--- src/rtl/rom_wr_pkg.sv ---
// rom_wr_pkg: types and constants shared by the ioctl ROM writer slice.
//   ROM_AW     : SDRAM word-address width carried in rom_word_t
//   BE_*       : byte-enable codes, bit 0 = sdr_data[7:0], bit 1 = sdr_data[15:8]
//   rom_word_t : one packed SDRAM write (address, data, byte enables)
//   wr_state_t : write-port FSM states
//   place_byte : puts a byte into the low or high lane of a 16-bit word
package rom_wr_pkg;

  localparam int ROM_AW = 24;

  localparam logic [1:0] BE_LO   = 2'b01;
  localparam logic [1:0] BE_HI   = 2'b10;
  localparam logic [1:0] BE_FULL = 2'b11;

  typedef struct packed {
    logic [ROM_AW-1:0] addr;
    logic [15:0]       data;
    logic [1:0]        be;
  } rom_word_t;

  typedef enum logic {
    IDLE = 1'b0,
    WAIT = 1'b1
  } wr_state_t;

  function automatic logic [15:0] place_byte(input logic [7:0] b, input logic hi);
    return hi ? {b, 8'h00} : {8'h00, b};
  endfunction

endpackage

--- src/rtl/ioctl_rom_writer_if.sv ---
// ioctl_rom_writer_if: SDRAM write port with toggle req/ack handshake.
//   sdr_req  : toggles once per write request (master -> slave)
//   sdr_ack  : slave echoes sdr_req when the write has completed
//   sdr_addr : word address, sdr_data : write data, sdr_be : byte enables {hi,lo}
// Modports: master = ROM writer, slave = SDRAM controller.
interface ioctl_rom_writer_if #(
  parameter int AW = rom_wr_pkg::ROM_AW
);
  logic          sdr_req;
  logic          sdr_ack;
  logic [AW-1:0] sdr_addr;
  logic [15:0]   sdr_data;
  logic [1:0]    sdr_be;

  modport master (output sdr_req, sdr_addr, sdr_data, sdr_be, input sdr_ack);
  modport slave  (input sdr_req, sdr_addr, sdr_data, sdr_be, output sdr_ack);
endinterface

--- src/rtl/rom_wr_fifo.sv ---
// rom_wr_fifo: show-ahead FIFO of rom_word_t, depth 2**FIFO_AW.
//   clk_sys, reset : clock, asynchronous active-high reset (empties the FIFO)
//   wr_en/wr_data  : push; ignored when full unless a pop happens the same cycle
//   rd_en/rd_data  : pop; rd_data always shows the oldest entry
//   full/empty     : derived from pointers carrying one extra wrap bit
module rom_wr_fifo
  import rom_wr_pkg::*;
#(
  parameter int FIFO_AW = 2
) (
  input  logic      clk_sys,
  input  logic      reset,
  input  logic      wr_en,
  input  rom_word_t wr_data,
  input  logic      rd_en,
  output rom_word_t rd_data,
  output logic      full,
  output logic      empty
);

  localparam int DEPTH = 1 << FIFO_AW;

  rom_word_t          mem [DEPTH];
  logic [FIFO_AW:0]   wr_ptr;
  logic [FIFO_AW:0]   rd_ptr;
  logic               do_wr;
  logic               do_rd;

  assign empty = (wr_ptr == rd_ptr);
  assign full  = (wr_ptr[FIFO_AW] != rd_ptr[FIFO_AW]) &&
                 (wr_ptr[FIFO_AW-1:0] == rd_ptr[FIFO_AW-1:0]);

  // When full, a simultaneous pop frees the slot being written this cycle.
  assign do_rd = rd_en && !empty;
  assign do_wr = wr_en && (!full || do_rd);

  assign rd_data = mem[rd_ptr[FIFO_AW-1:0]];

  always_ff @(posedge clk_sys or posedge reset) begin
    if (reset) begin
      wr_ptr <= '0;
      rd_ptr <= '0;
    end else begin
      if (do_wr) wr_ptr <= wr_ptr + 1'b1;
      if (do_rd) rd_ptr <= rd_ptr + 1'b1;
    end
  end

  always_ff @(posedge clk_sys) begin
    if (do_wr) mem[wr_ptr[FIFO_AW-1:0]] <= wr_data;
  end

endmodule

--- src/rtl/ioctl_rom_writer.sv ---
// ioctl_rom_writer: packs data_io ROM download bytes into 16-bit SDRAM words,
// buffers them in rom_wr_fifo and writes them over a toggle req/ack port.
//   clk_sys, reset : clock, asynchronous active-high reset
//   rom_download   : high while a ROM download is in progress
//   ioctl_wr       : one-cycle byte strobe (ignored while rom_download=0)
//   ioctl_addr     : byte address, ioctl_dout : byte data
//   sdr            : SDRAM write port (master side)
//   busy           : pending byte, queued word or request outstanding
//   done           : one-cycle pulse once a finished download is fully written
//   overflow       : sticky, a word was dropped on a full FIFO; cleared on download start
//
// Write FSM
//   state | meaning
//   IDLE  | no request outstanding; pops the FIFO head and toggles sdr_req
//   WAIT  | request outstanding; outputs frozen until sdr_ack == sdr_req
module ioctl_rom_writer
  import rom_wr_pkg::*;
#(
  parameter int AW        = ROM_AW,   // must equal ROM_AW, the rom_word_t address width
  parameter int FIFO_AW   = 2,
  parameter bit BYTE_SWAP = 1'b0
) (
  input  logic               clk_sys,
  input  logic               reset,
  input  logic               rom_download,
  input  logic               ioctl_wr,
  input  logic [24:0]        ioctl_addr,
  input  logic [7:0]         ioctl_dout,
  ioctl_rom_writer_if.master sdr,
  output logic               busy,
  output logic               done,
  output logic               overflow
);

  // Lane of the even byte of a word; the odd byte takes the other lane.
  localparam logic       EVEN_HI = BYTE_SWAP;
  localparam logic [1:0] BE_EVEN = BYTE_SWAP ? BE_HI : BE_LO;
  localparam logic [1:0] BE_ODD  = BYTE_SWAP ? BE_LO : BE_HI;

  logic          dl_q;
  logic          rise;
  logic          fall;
  logic          strobe;
  logic [AW-1:0] wr_word_addr;

  logic          pend_vld;
  logic [AW-1:0] pend_addr;
  logic [7:0]    pend_byte;
  logic          pend_eff;
  logic          same_word;

  logic          push_vld;
  rom_word_t     push_word;
  logic          hold_vld;
  rom_word_t     hold_word;

  rom_word_t     pend_word;
  rom_word_t     odd_word;
  rom_word_t     pair_word;

  rom_word_t     fifo_dout;
  logic          fifo_full;
  logic          fifo_empty;
  logic          pop;

  wr_state_t     state;
  logic          end_pend;
  logic          done_cond;

  assign rise         = rom_download & ~dl_q;
  assign fall         = ~rom_download & dl_q;
  assign strobe       = ioctl_wr & rom_download;
  assign wr_word_addr = ioctl_addr[AW:1];
  // A download start discards any byte left over from the previous one.
  assign pend_eff     = pend_vld & ~rise;
  assign same_word    = (pend_addr == wr_word_addr);

  always_comb begin
    pend_word      = '0;
    pend_word.addr = pend_addr;
    pend_word.data = place_byte(pend_byte, EVEN_HI);
    pend_word.be   = BE_EVEN;

    odd_word       = '0;
    odd_word.addr  = wr_word_addr;
    odd_word.data  = place_byte(ioctl_dout, !EVEN_HI);
    odd_word.be    = BE_ODD;

    pair_word      = '0;
    pair_word.addr = pend_addr;
    pair_word.data = place_byte(pend_byte, EVEN_HI) | place_byte(ioctl_dout, !EVEN_HI);
    pair_word.be   = BE_FULL;
  end

  // Packer. Strobes are at least 4 cycles apart, so the held odd byte of a
  // split word is always pushed before the next strobe can arrive.
  always_ff @(posedge clk_sys or posedge reset) begin
    if (reset) begin
      dl_q      <= 1'b0;
      pend_vld  <= 1'b0;
      pend_addr <= '0;
      pend_byte <= '0;
      push_vld  <= 1'b0;
      push_word <= '0;
      hold_vld  <= 1'b0;
      hold_word <= '0;
    end else begin
      dl_q     <= rom_download;
      push_vld <= 1'b0;
      if (rise) pend_vld <= 1'b0;

      if (strobe) begin
        if (!ioctl_addr[0]) begin
          if (pend_eff) begin
            push_vld  <= 1'b1;
            push_word <= pend_word;
          end
          pend_vld  <= 1'b1;
          pend_addr <= wr_word_addr;
          pend_byte <= ioctl_dout;
        end else begin
          push_vld <= 1'b1;
          pend_vld <= 1'b0;
          if (pend_eff && same_word) begin
            push_word <= pair_word;
          end else if (pend_eff) begin
            push_word <= pend_word;
            hold_vld  <= 1'b1;
            hold_word <= odd_word;
          end else begin
            push_word <= odd_word;
          end
        end
      end else if (hold_vld) begin
        push_vld  <= 1'b1;
        push_word <= hold_word;
        hold_vld  <= 1'b0;
      end else if (fall && pend_vld) begin
        push_vld  <= 1'b1;
        push_word <= pend_word;
        pend_vld  <= 1'b0;
      end
    end
  end

  rom_wr_fifo #(
    .FIFO_AW (FIFO_AW)
  ) u_fifo (
    .clk_sys (clk_sys),
    .reset   (reset),
    .wr_en   (push_vld),
    .wr_data (push_word),
    .rd_en   (pop),
    .rd_data (fifo_dout),
    .full    (fifo_full),
    .empty   (fifo_empty)
  );

  assign pop = (state == IDLE) && !fifo_empty;

  // Nothing left anywhere in the pipe and the controller has caught up.
  assign done_cond = !pend_vld && !push_vld && !hold_vld && fifo_empty &&
                     (state == IDLE) && (sdr.sdr_ack == sdr.sdr_req);

  always_ff @(posedge clk_sys or posedge reset) begin
    if (reset) begin
      state        <= IDLE;
      sdr.sdr_req  <= 1'b0;
      sdr.sdr_addr <= '0;
      sdr.sdr_data <= '0;
      sdr.sdr_be   <= '0;
      busy         <= 1'b0;
      done         <= 1'b0;
      overflow     <= 1'b0;
      end_pend     <= 1'b0;
    end else begin
      case (state)
        IDLE: begin
          if (!fifo_empty) begin
            sdr.sdr_addr <= fifo_dout.addr;
            sdr.sdr_data <= fifo_dout.data;
            sdr.sdr_be   <= fifo_dout.be;
            sdr.sdr_req  <= ~sdr.sdr_req;
            state        <= WAIT;
          end
        end
        WAIT: begin
          if (sdr.sdr_ack == sdr.sdr_req) state <= IDLE;
        end
        default: state <= IDLE;
      endcase

      if (rise) overflow <= 1'b0;
      if (push_vld && fifo_full && !pop) overflow <= 1'b1;

      if (rise)                       end_pend <= 1'b0;
      else if (fall)                  end_pend <= 1'b1;
      else if (end_pend && done_cond) end_pend <= 1'b0;

      done <= end_pend && done_cond && !rise && !fall;
      busy <= pend_vld || push_vld || hold_vld || !fifo_empty || (state == WAIT);
    end
  end

endmodule
--- src/flat_wrapper.sv ---
// flat-port wrapper written by rule: the top's interface ports become plain ports
module ioctl_rom_writer_flat import rom_wr_pkg::*;
#(
  parameter int AW        = ROM_AW,                                                     
  parameter int FIFO_AW   = 2,
  parameter bit BYTE_SWAP = 1'b0
)
  (clk_sys, reset, rom_download, ioctl_wr, ioctl_addr, ioctl_dout, busy, done, overflow, sdr_sdr_req, sdr_sdr_addr, sdr_sdr_data, sdr_sdr_be, sdr_sdr_ack);
  ioctl_rom_writer_if #(.AW(AW)) sdr_i ();
  input  logic clk_sys;
  input  logic reset;
  input  logic rom_download;
  input  logic ioctl_wr;
  input  logic [24:0] ioctl_addr;
  input  logic [7:0] ioctl_dout;
  output logic busy;
  output logic done;
  output logic overflow;
  output wire logic [$bits(sdr_i.sdr_req)-1:0] sdr_sdr_req;
  output wire logic [$bits(sdr_i.sdr_addr)-1:0] sdr_sdr_addr;
  output wire logic [$bits(sdr_i.sdr_data)-1:0] sdr_sdr_data;
  output wire logic [$bits(sdr_i.sdr_be)-1:0] sdr_sdr_be;
  input wire logic [$bits(sdr_i.sdr_ack)-1:0] sdr_sdr_ack;
  assign sdr_sdr_req = sdr_i.sdr_req;
  assign sdr_sdr_addr = sdr_i.sdr_addr;
  assign sdr_sdr_data = sdr_i.sdr_data;
  assign sdr_sdr_be = sdr_i.sdr_be;
  assign sdr_i.sdr_ack = sdr_sdr_ack;
  ioctl_rom_writer #(.AW(AW), .FIFO_AW(FIFO_AW), .BYTE_SWAP(BYTE_SWAP)) u_core (.clk_sys(clk_sys), .reset(reset), .rom_download(rom_download), .ioctl_wr(ioctl_wr), .ioctl_addr(ioctl_addr), .ioctl_dout(ioctl_dout), .sdr(sdr_i), .busy(busy), .done(done), .overflow(overflow));
endmodule
--- config.mk ---
export PLATFORM = sky130hd
export DESIGN_NAME = ioctl_rom_writer_flat
export DESIGN_NICKNAME = d
export VERILOG_FILES = /design/src/rtl/rom_wr_pkg.sv /design/src/rtl/ioctl_rom_writer_if.sv /design/src/rtl/rom_wr_fifo.sv /design/src/rtl/ioctl_rom_writer.sv /design/src/flat_wrapper.sv
export SDC_FILE = /design/constraint.sdc
export NUM_CORES = 1
export LEC_CHECK = 0
export ABC_AREA = 1
export BUFFER_PORTS_ARGS = -buffer_cell sky130_fd_sc_hd__buf_2
export CAP_MARGIN = 0
export CORE_MARGIN = 2
export CORE_UTILIZATION = 40
export DETAILED_ROUTE_END_ITERATION = 8
export SLEW_MARGIN = 20
export SYNTH_ARGS = -nofsm -noshare
export SYNTH_HDL_FRONTEND = slang
export SYNTH_HIERARCHICAL = 1
export SYNTH_SLANG_ARGS = --single-unit
export TNS_END_PERCENT = 50
--- constraint.sdc ---
create_clock -name clk_sys -period 4.95 [get_ports clk_sys]
set_clock_uncertainty 0.15 [all_clocks]
set_input_delay 0.99 -clock clk_sys [delete_from_list [all_inputs] [get_ports clk_sys]]
set_output_delay 0.99 -clock clk_sys [all_outputs]
set_load 0.005 [all_outputs]
# Word level (Yosys, flattened, before mapping)
# Memories as Yosys holds them, arrays and structs flattened. A register that Yosys moved wholly into a read port is not among the register bits.
# Index checks and enable logic that the tools add are counted.
# W data, S select, Z words.
dict set report op_classes {
  eq_ne 9
  bitwise_logic 13
  mux 31
  n_lt_le_gt_ge 0
  shift 0
  div 0
  n_reduce_logical 37
  addsub 2
  multipliers 0
}
# op n
set op_table {}
lappend op_table {{$mux W42} 7}
lappend op_table {{$eq A24 B24 Y1} 1}
lappend op_table {{$mux W1} 23}
lappend op_table {{$logic_and A1 B1 Y1} 16}
lappend op_table {{$or A8 B16 Y16} 1}
lappend op_table {{$logic_not A1 Y1} 8}
lappend op_table {{$not A1 Y1} 8}
lappend op_table {{$add A3 B1 Y3 const B} 2}
lappend op_table {{$ne A2 B2 Y1 const B} 3}
lappend op_table {{$reduce_and A2 Y1} 3}
lappend op_table {{$reduce_bool A3 Y1} 2}
lappend op_table {{$logic_or A1 B1 Y1} 5}
lappend op_table {{$and A1 B1 Y1} 4}
lappend op_table {{$reduce_and A4 Y1} 1}
lappend op_table {{$eq A3 B3 Y1} 1}
lappend op_table {{$ne A3 B3 Y1 const B} 1}
lappend op_table {{$reduce_and A3 Y1} 1}
lappend op_table {{$eq A2 B2 Y1} 1}
lappend op_table {{$pmux W1 S2} 1}
lappend op_table {{$reduce_bool A2 Y1} 1}
lappend op_table {{$eq A1 B1 Y1} 1}
lappend op_table {{$ne A1 B1 Y1} 1}
dict set report word_totals {
  latch_bits 0
  elab_cells 113
  output_inout_bits 46
  mem_count 1
  regBits 123
  mem_bits_rw 168
  in_bits 38
  romBits 0
}
# memory words word_bits rd rd_ports_with_merged_regs wr line_no
set mem_list {}
lappend mem_list {u_core.u_fifo.mem 4 42 1 1 1 rom_wr_fifo.sv:23} ;# rom_word_t mem [DEPTH];

# Longest topological paths before layout
dict set report logic_depth {
  depth_word 10
  depth_mapped 13
  mapped_depth_nobuf 12
}

# Modules after synthesis
# Netlist, hierarchy kept.
# mod area_each_um2 seq_area_each_um2 instances cells_per_inst
set by_module_without_submodules {}
lappend by_module_without_submodules {ioctl_rom_writer 7154.4 3978.8 1 858}
lappend by_module_without_submodules {rom_wr_fifo 6706.4 5195.0 1 467}

# Worst setup path before layout
# Ideal clock, no wire load.
dict set report synth_timing {
  path_kind {register to register}
  start {register u_core.u_fifo.rd_ptr[1]}
  end {memory u_core/u_fifo/mem[0][0] (netlist bit), enable pin}
  required_ns 4.392
  stages_incl_launch_ff 13
  setup_slack_ns 1.440
  n_path_buf 2
  synth_period_minus_slack_ns 3.510
  t_arrival_ns 2.952
  setup_time_ns 0.408
  path_cell_list {dfrtp_1 -> buf_6 -> clkinv_4 -> nand2_1 -> nand2_1 -> nand3_2 -> inv_1 -> nor2_2 -> clkbuf_1 -> inv_1 -> nand4_4 -> nand2_4 -> nor2_2}
}
dict set report synth_via {
  elab_chain_len 8
  elab_cells_between_ends 11
  cone_classes {eq/ne: 2; mux: 2; reduce/logical: 7}
}
# item line_no
set synth_rtl {}
lappend synth_rtl {{start, declared} rom_wr_fifo.sv:25} ;# logic [FIFO_AW:0] rd_ptr;
lappend synth_rtl {{start signal, assigned} rom_wr_fifo.sv:45} ;# if (do_rd) rd_ptr <= rd_ptr + 1'b1;
lappend synth_rtl {{$eq A3 B3 Y1} rom_wr_fifo.sv:29} ;# assign empty = (wr_ptr == rd_ptr);
lappend synth_rtl {{net u_core.fifo_empty} ioctl_rom_writer.sv:63} ;# logic fifo_empty;
lappend synth_rtl {{$logic_not A1 Y1} ioctl_rom_writer.sv:159} ;# assign pop = (state == IDLE) && !fifo_empty;
lappend synth_rtl {{$logic_and A1 B1 Y1} ioctl_rom_writer.sv:159}
lappend synth_rtl {{net u_core.pop} ioctl_rom_writer.sv:64} ;# logic pop;
lappend synth_rtl {{$logic_and A1 B1 Y1} rom_wr_fifo.sv:34} ;# assign do_rd = rd_en && !empty;
lappend synth_rtl {{$logic_or A1 B1 Y1} rom_wr_fifo.sv:35} ;# assign do_wr = wr_en && (!full || do_rd);
lappend synth_rtl {{$logic_and A1 B1 Y1} rom_wr_fifo.sv:35}
lappend synth_rtl {{$mux W1} rom_wr_fifo.sv:50} ;# if (do_wr) mem[wr_ptr[FIFO_AW-1:0]] <= wr_data;
lappend synth_rtl {{$mux W1 (implied by the code)} rom_wr_fifo.sv:50}
lappend synth_rtl {{end, declared} rom_wr_fifo.sv:23}
# The timed path passes the listed nets, and every way through them passes these cells.

# Worst setup path after layout
dict set report layout_timing {
  start {register u_core.u_fifo.rd_ptr[1]}
  end {register u_core.sdr.sdr_addr[18]}
}
dict set report layout_via {
  elab_chain_len 3
}
# item line_no
set layout_rtl {}
lappend layout_rtl {{$eq A3 B3 Y1} rom_wr_fifo.sv:29}
lappend layout_rtl {{net u_core.fifo_empty} ioctl_rom_writer.sv:63}
lappend layout_rtl {{$not A1 Y1 (no line)} n/a}
lappend layout_rtl {{$reduce_and A2 Y1 (no line)} n/a}
lappend layout_rtl {{end signal, assigned} ioctl_rom_writer.sv:180} ;# sdr.sdr_addr <= fifo_dout.addr;
lappend layout_rtl {{end, declared} ioctl_rom_writer_if.sv:15} ;# modport master (output sdr_req, sdr_addr, sdr_data, sdr_be, input sdr_ack);
# The timed path passes the listed nets, and every way through them passes these cells.
# A chain may end at the register's enable or synchronous reset.

==> out/summary.txt <==
R2R setup slack: 1.69 ns
H-Tree Depth: 2
Fin. max-slew vios: 0
Final worst path period need: 3.262 ns
Post-synthesis cell area: 13860 um2
CP arrival: 3.51 ns
Register area share after synthesis: 0.6619
Comb power frac: 0.262
Nets: 1441
Net Switching: 3.018 mW
Synthesis-stage register bit count: 333
Slew Limit Headroom: 0.2786
Reg clk slew, reported paths: 0.06 ns
Largest net degree at the start of global routing: 120
First DRT Iteration DRCs: 766
Height of the die: 190.2 um
Synth Warn #: 6
Post-CTS sizing: 0
Max Cap Viol: 0
Sw frac: 0.3337
Core ar.: 34370 um2
Antenna violations before repair: 1
Measured slew at the worst slew-check pin: 1.080 ns
Routability cong.: 0.7717
RSZ-0062 raised after global routing: false
Type of the worst setup path: flip-flop to flip-flop
Delay-heaviest family, CP: buffers and inverters
CP Buf/Inv Count: 5
Grt ovf: 0
Sequential share of power: 0.445
Global-route usage over all layers: 0.1766
Row count: 68
R2R depth: 11
Net Count, Synth: 1370
Crit-path cells: clkinv_4 -> nand2_1 -> nand2_1 -> nand3_2 -> inv_1 -> nor2_4 -> buf_4 -> clkinv_1 -> buf_12 -> nand2_1 -> nand2_1
Hold_buf cts: 0
Vias/cell: 4.937
Maximum achievable frequency: 306.6 MHz
Worst slack, placed: 1.602 ns
Die W: 190.2 um
Worst EP required: 5.20 ns
Initial core utilization: 0.4032
Post-CTS Setup Inserts: 0
Critical-path maximum fanout: 48
TritonCTS clock tree: done
Clock power share: 0.293
Final setup fails: 0
I/O Buffers: 83
Placed cells: 1813
Final non-filler cell total: 1880
Routed WL: 31.06 mm
Worst setup margin: 1.688 ns
# DRC: 0
Die area: 36160 um2
Avg Inst Size Synth: 10.46 um2
CP startpoint kind: flip-flop
Most frequent CP cell: nand2_1
Hold/Removal Path Class: input port to asynchronous set/reset pin
DP Wirelength: 19.32 mm
Vias in the first global route: 8958
Root buf cell: clkbuf_16
1st-pass router iterations: 5
Routed len/inst: 16.52 um
Final setup TNS: 0 ns
Final hold vios: 0
Element type at the critical path end: flip-flop
Total number of vias: 9282
VDD IR-drop max: 0.2404 mV
Sink Count: 333
Final ANT Viol Nets: 0
Clk buf depth: 3
Layout cells sized above 1: 0.1721
LEAKAGE: 6.695 nW
Int Power: 6.025 mW
RR Endpoint: u_core/sdr.sdr_addr[18]
Synth Instances: 1325
Worst-Skew Late Latency: 0.52 ns
Outcome: complete, no violations
Inserted Clock Buffers: 36
Slowest CP cell: dfrtp_1
Top Ports: 84
First-pass GRT wire length: 50.10 mm
Crit share post-route: 0.6590
P per Cell Area: 569.9 nW/um2
Reg-to-reg startpoint: u_core/u_fifo/rd_ptr[1]
Area Overhead vs Synth: 14.48%
Crit-path max cell delay: 0.82 ns
Total power draw: 9.043 mW
Synth cell types: 32
power by group through the flow:
stage	combinational (mW)	sequential, mW	clock (mW)
floorplan	1.70	3.95	0
global placement	2.37	4.07	0
detailed placement	2.41	4.08	0
CTS	2.42	4.03	2.73
global route	2.70	4.11	2.84
finish	2.37	4.03	2.65
cell usage in the layout (no fill, tap or decap), types with 2 or more instances in the layout:
cell type	Yosys	routed
o21ai_1	26	26
inv_2	24	24
clkinv_1	1	6
buf_12	0	4
nor2_1	150	149
bufinv_16	0	2
nand2_2	21	22
clkinv_4	1	2
buf_2	21	83
o21ai_0	126	126
clkinv_2	0	6
xor2_1	4	4
nand3_1	34	34
a31oi_1	24	24
o21ai_2	27	27
inv_1	60	59
clkinvlp_4	0	2
ha_1	7	7
clkbuf_8	0	6
o22ai_1	42	42
edfxtp_1	168	168
nand2_1	311	310
clkbuf_16	0	38
nor2_2	7	3
clkbuf_1	26	6
dfrtp_1	165	164
nor2_4	0	5
buf_4	5	14
a21oi_1	51	51
worst max path at each step:
stage          cells after the start  slack [ns]                      end                    start
2_1_floorplan                     12        1.44  u_core/u_fifo/mem[0][0]  u_core/u_fifo/rd_ptr[1]
3_3_place_gp                       7        1.63     u_core/hold_word[28]            ioctl_addr[0]
3_5_place_dp                      11        1.60   u_core/sdr.sdr_addr[9]  u_core/u_fifo/rd_ptr[1]
4_1_cts                           11        1.59   u_core/sdr.sdr_addr[9]  u_core/u_fifo/rd_ptr[1]
5_1_grt                           11        1.35   u_core/sdr.sdr_addr[5]  u_core/u_fifo/rd_ptr[1]
6_report                          11        1.69  u_core/sdr.sdr_addr[18]  u_core/u_fifo/rd_ptr[1]
worst register-to-register path, stage by stage, from the launching register on:
cell and delay (ns):
dfrtp_1 0.82, clkinv_4 0.09, nand2_1 0.08, nand2_1 0.12, nand3_2 0.16, inv_1 0.09, nor2_4 0.08, buf_4 0.47
clkinv_1 0.59, buf_12 0.35, nand2_1 0.10, nand2_1 0.05
registers in the layout, summed over array words and instances, names as in the netlist, 2 cells and up:
| name | flops |
|---|---|
| u_core/u_fifo/mem | 168 |
| u_core/push_word | 42 |
| u_core/hold_word | 33 |
| u_core/pend_addr | 24 |
| u_core/sdr.sdr_addr | 24 |
| u_core/sdr.sdr_data | 16 |
| u_core/pend_byte | 8 |
| u_core/u_fifo/rd_ptr | 3 |
| u_core/u_fifo/wr_ptr | 3 |
| u_core/sdr.sdr_be | 2 |
metal layers:
metal / vias to the layer above / GRT usage / wire length, um
li1: 4630 / - / -
met1: 4428 / 0.2573 / 14710
met2: 189 / 0.2785 / 14270
met3: 35 / 0.02749 / 1607
met4: 0 / 0.04234 / 473
met5: - / 0 / 0
area by class of cell:
class                      instances  area, um2
inverter                          86      331.6
antenna                            1      2.502
fill                            3188      18510
sequential                       333       9175
clock inverter                    16      141.4
tap                              455      569.3
multi-input combinational        838       3991
clock buffer                      50       1056
timing repair buffer             101      600.6
cell usage after synthesis:
| cell | instances | area [um2] |
|---|---|---|
| edfxtp_1 | 168 | 5045 |
| nand2_4 | 1 | 11.26 |
| buf_6 | 11 | 123.9 |
| nor2_1 | 150 | 563.0 |
| buf_2 | 21 | 105.1 |
| a21oi_1 | 51 | 255.2 |
| o21ai_2 | 27 | 236.5 |
| xnor2_1 | 1 | 8.760 |
| ha_1 | 7 | 87.58 |
| o22ai_1 | 42 | 262.8 |
| nor2_2 | 7 | 43.79 |
| nand2_2 | 21 | 131.4 |
| o21ai_1 | 26 | 130.1 |
| inv_1 | 60 | 225.2 |
| clkinv_4 | 1 | 8.760 |
| nand4_4 | 1 | 21.27 |
| dfrtp_1 | 165 | 4129 |
| o21ai_0 | 126 | 630.6 |
| buf_8 | 2 | 30.03 |
| clkbuf_1 | 26 | 97.59 |
| nand3_1 | 34 | 170.2 |
| xnor2_2 | 1 | 16.27 |
| xor2_1 | 4 | 35.03 |
| inv_2 | 24 | 90.09 |
| buf_4 | 5 | 37.54 |
| nand2_1 | 311 | 1167 |
| a31oi_1 | 24 | 150.1 |
| nand4_1 | 1 | 6.260 |
| buf_1 | 3 | 11.26 |
| nand3_2 | 2 | 20.02 |
| nor4_1 | 1 | 6.260 |
| clkinv_1 | 1 | 3.750 |
kinds of logic (layout without fill, tap and decap cells):
| logic type | count (synthesis) | count (layout) | synth area share |
|---|---|---|---|
| AOI/OAI and AO/OA | 296 | 296 | 0.1201 |
| xor gates and xnor gates | 6 | 6 | 0.004333 |
| adders and majority gates | 7 | 7 | 0.006319 |
| buffers and inverters | 154 | 253 | 0.05290 |
| DFF | 333 | 333 | 0.6619 |
| other | 0 | 1 | 0 |
| and+or+nand+nor | 529 | 529 | 0.1545 |
through the flow:
step,util,area [um2],hold slack [ns]
after floorplan,-,13860,0.2844
after global placement,0.4267,14670,0.2964
after detailed placement,0.4267,14670,0.3049
after CTS,0.4616,15870,0.2747
after global routing,0.4616,15870,0.2978
final,0.4616,15870,0.2922
Power figures use the tool's default switching activity.
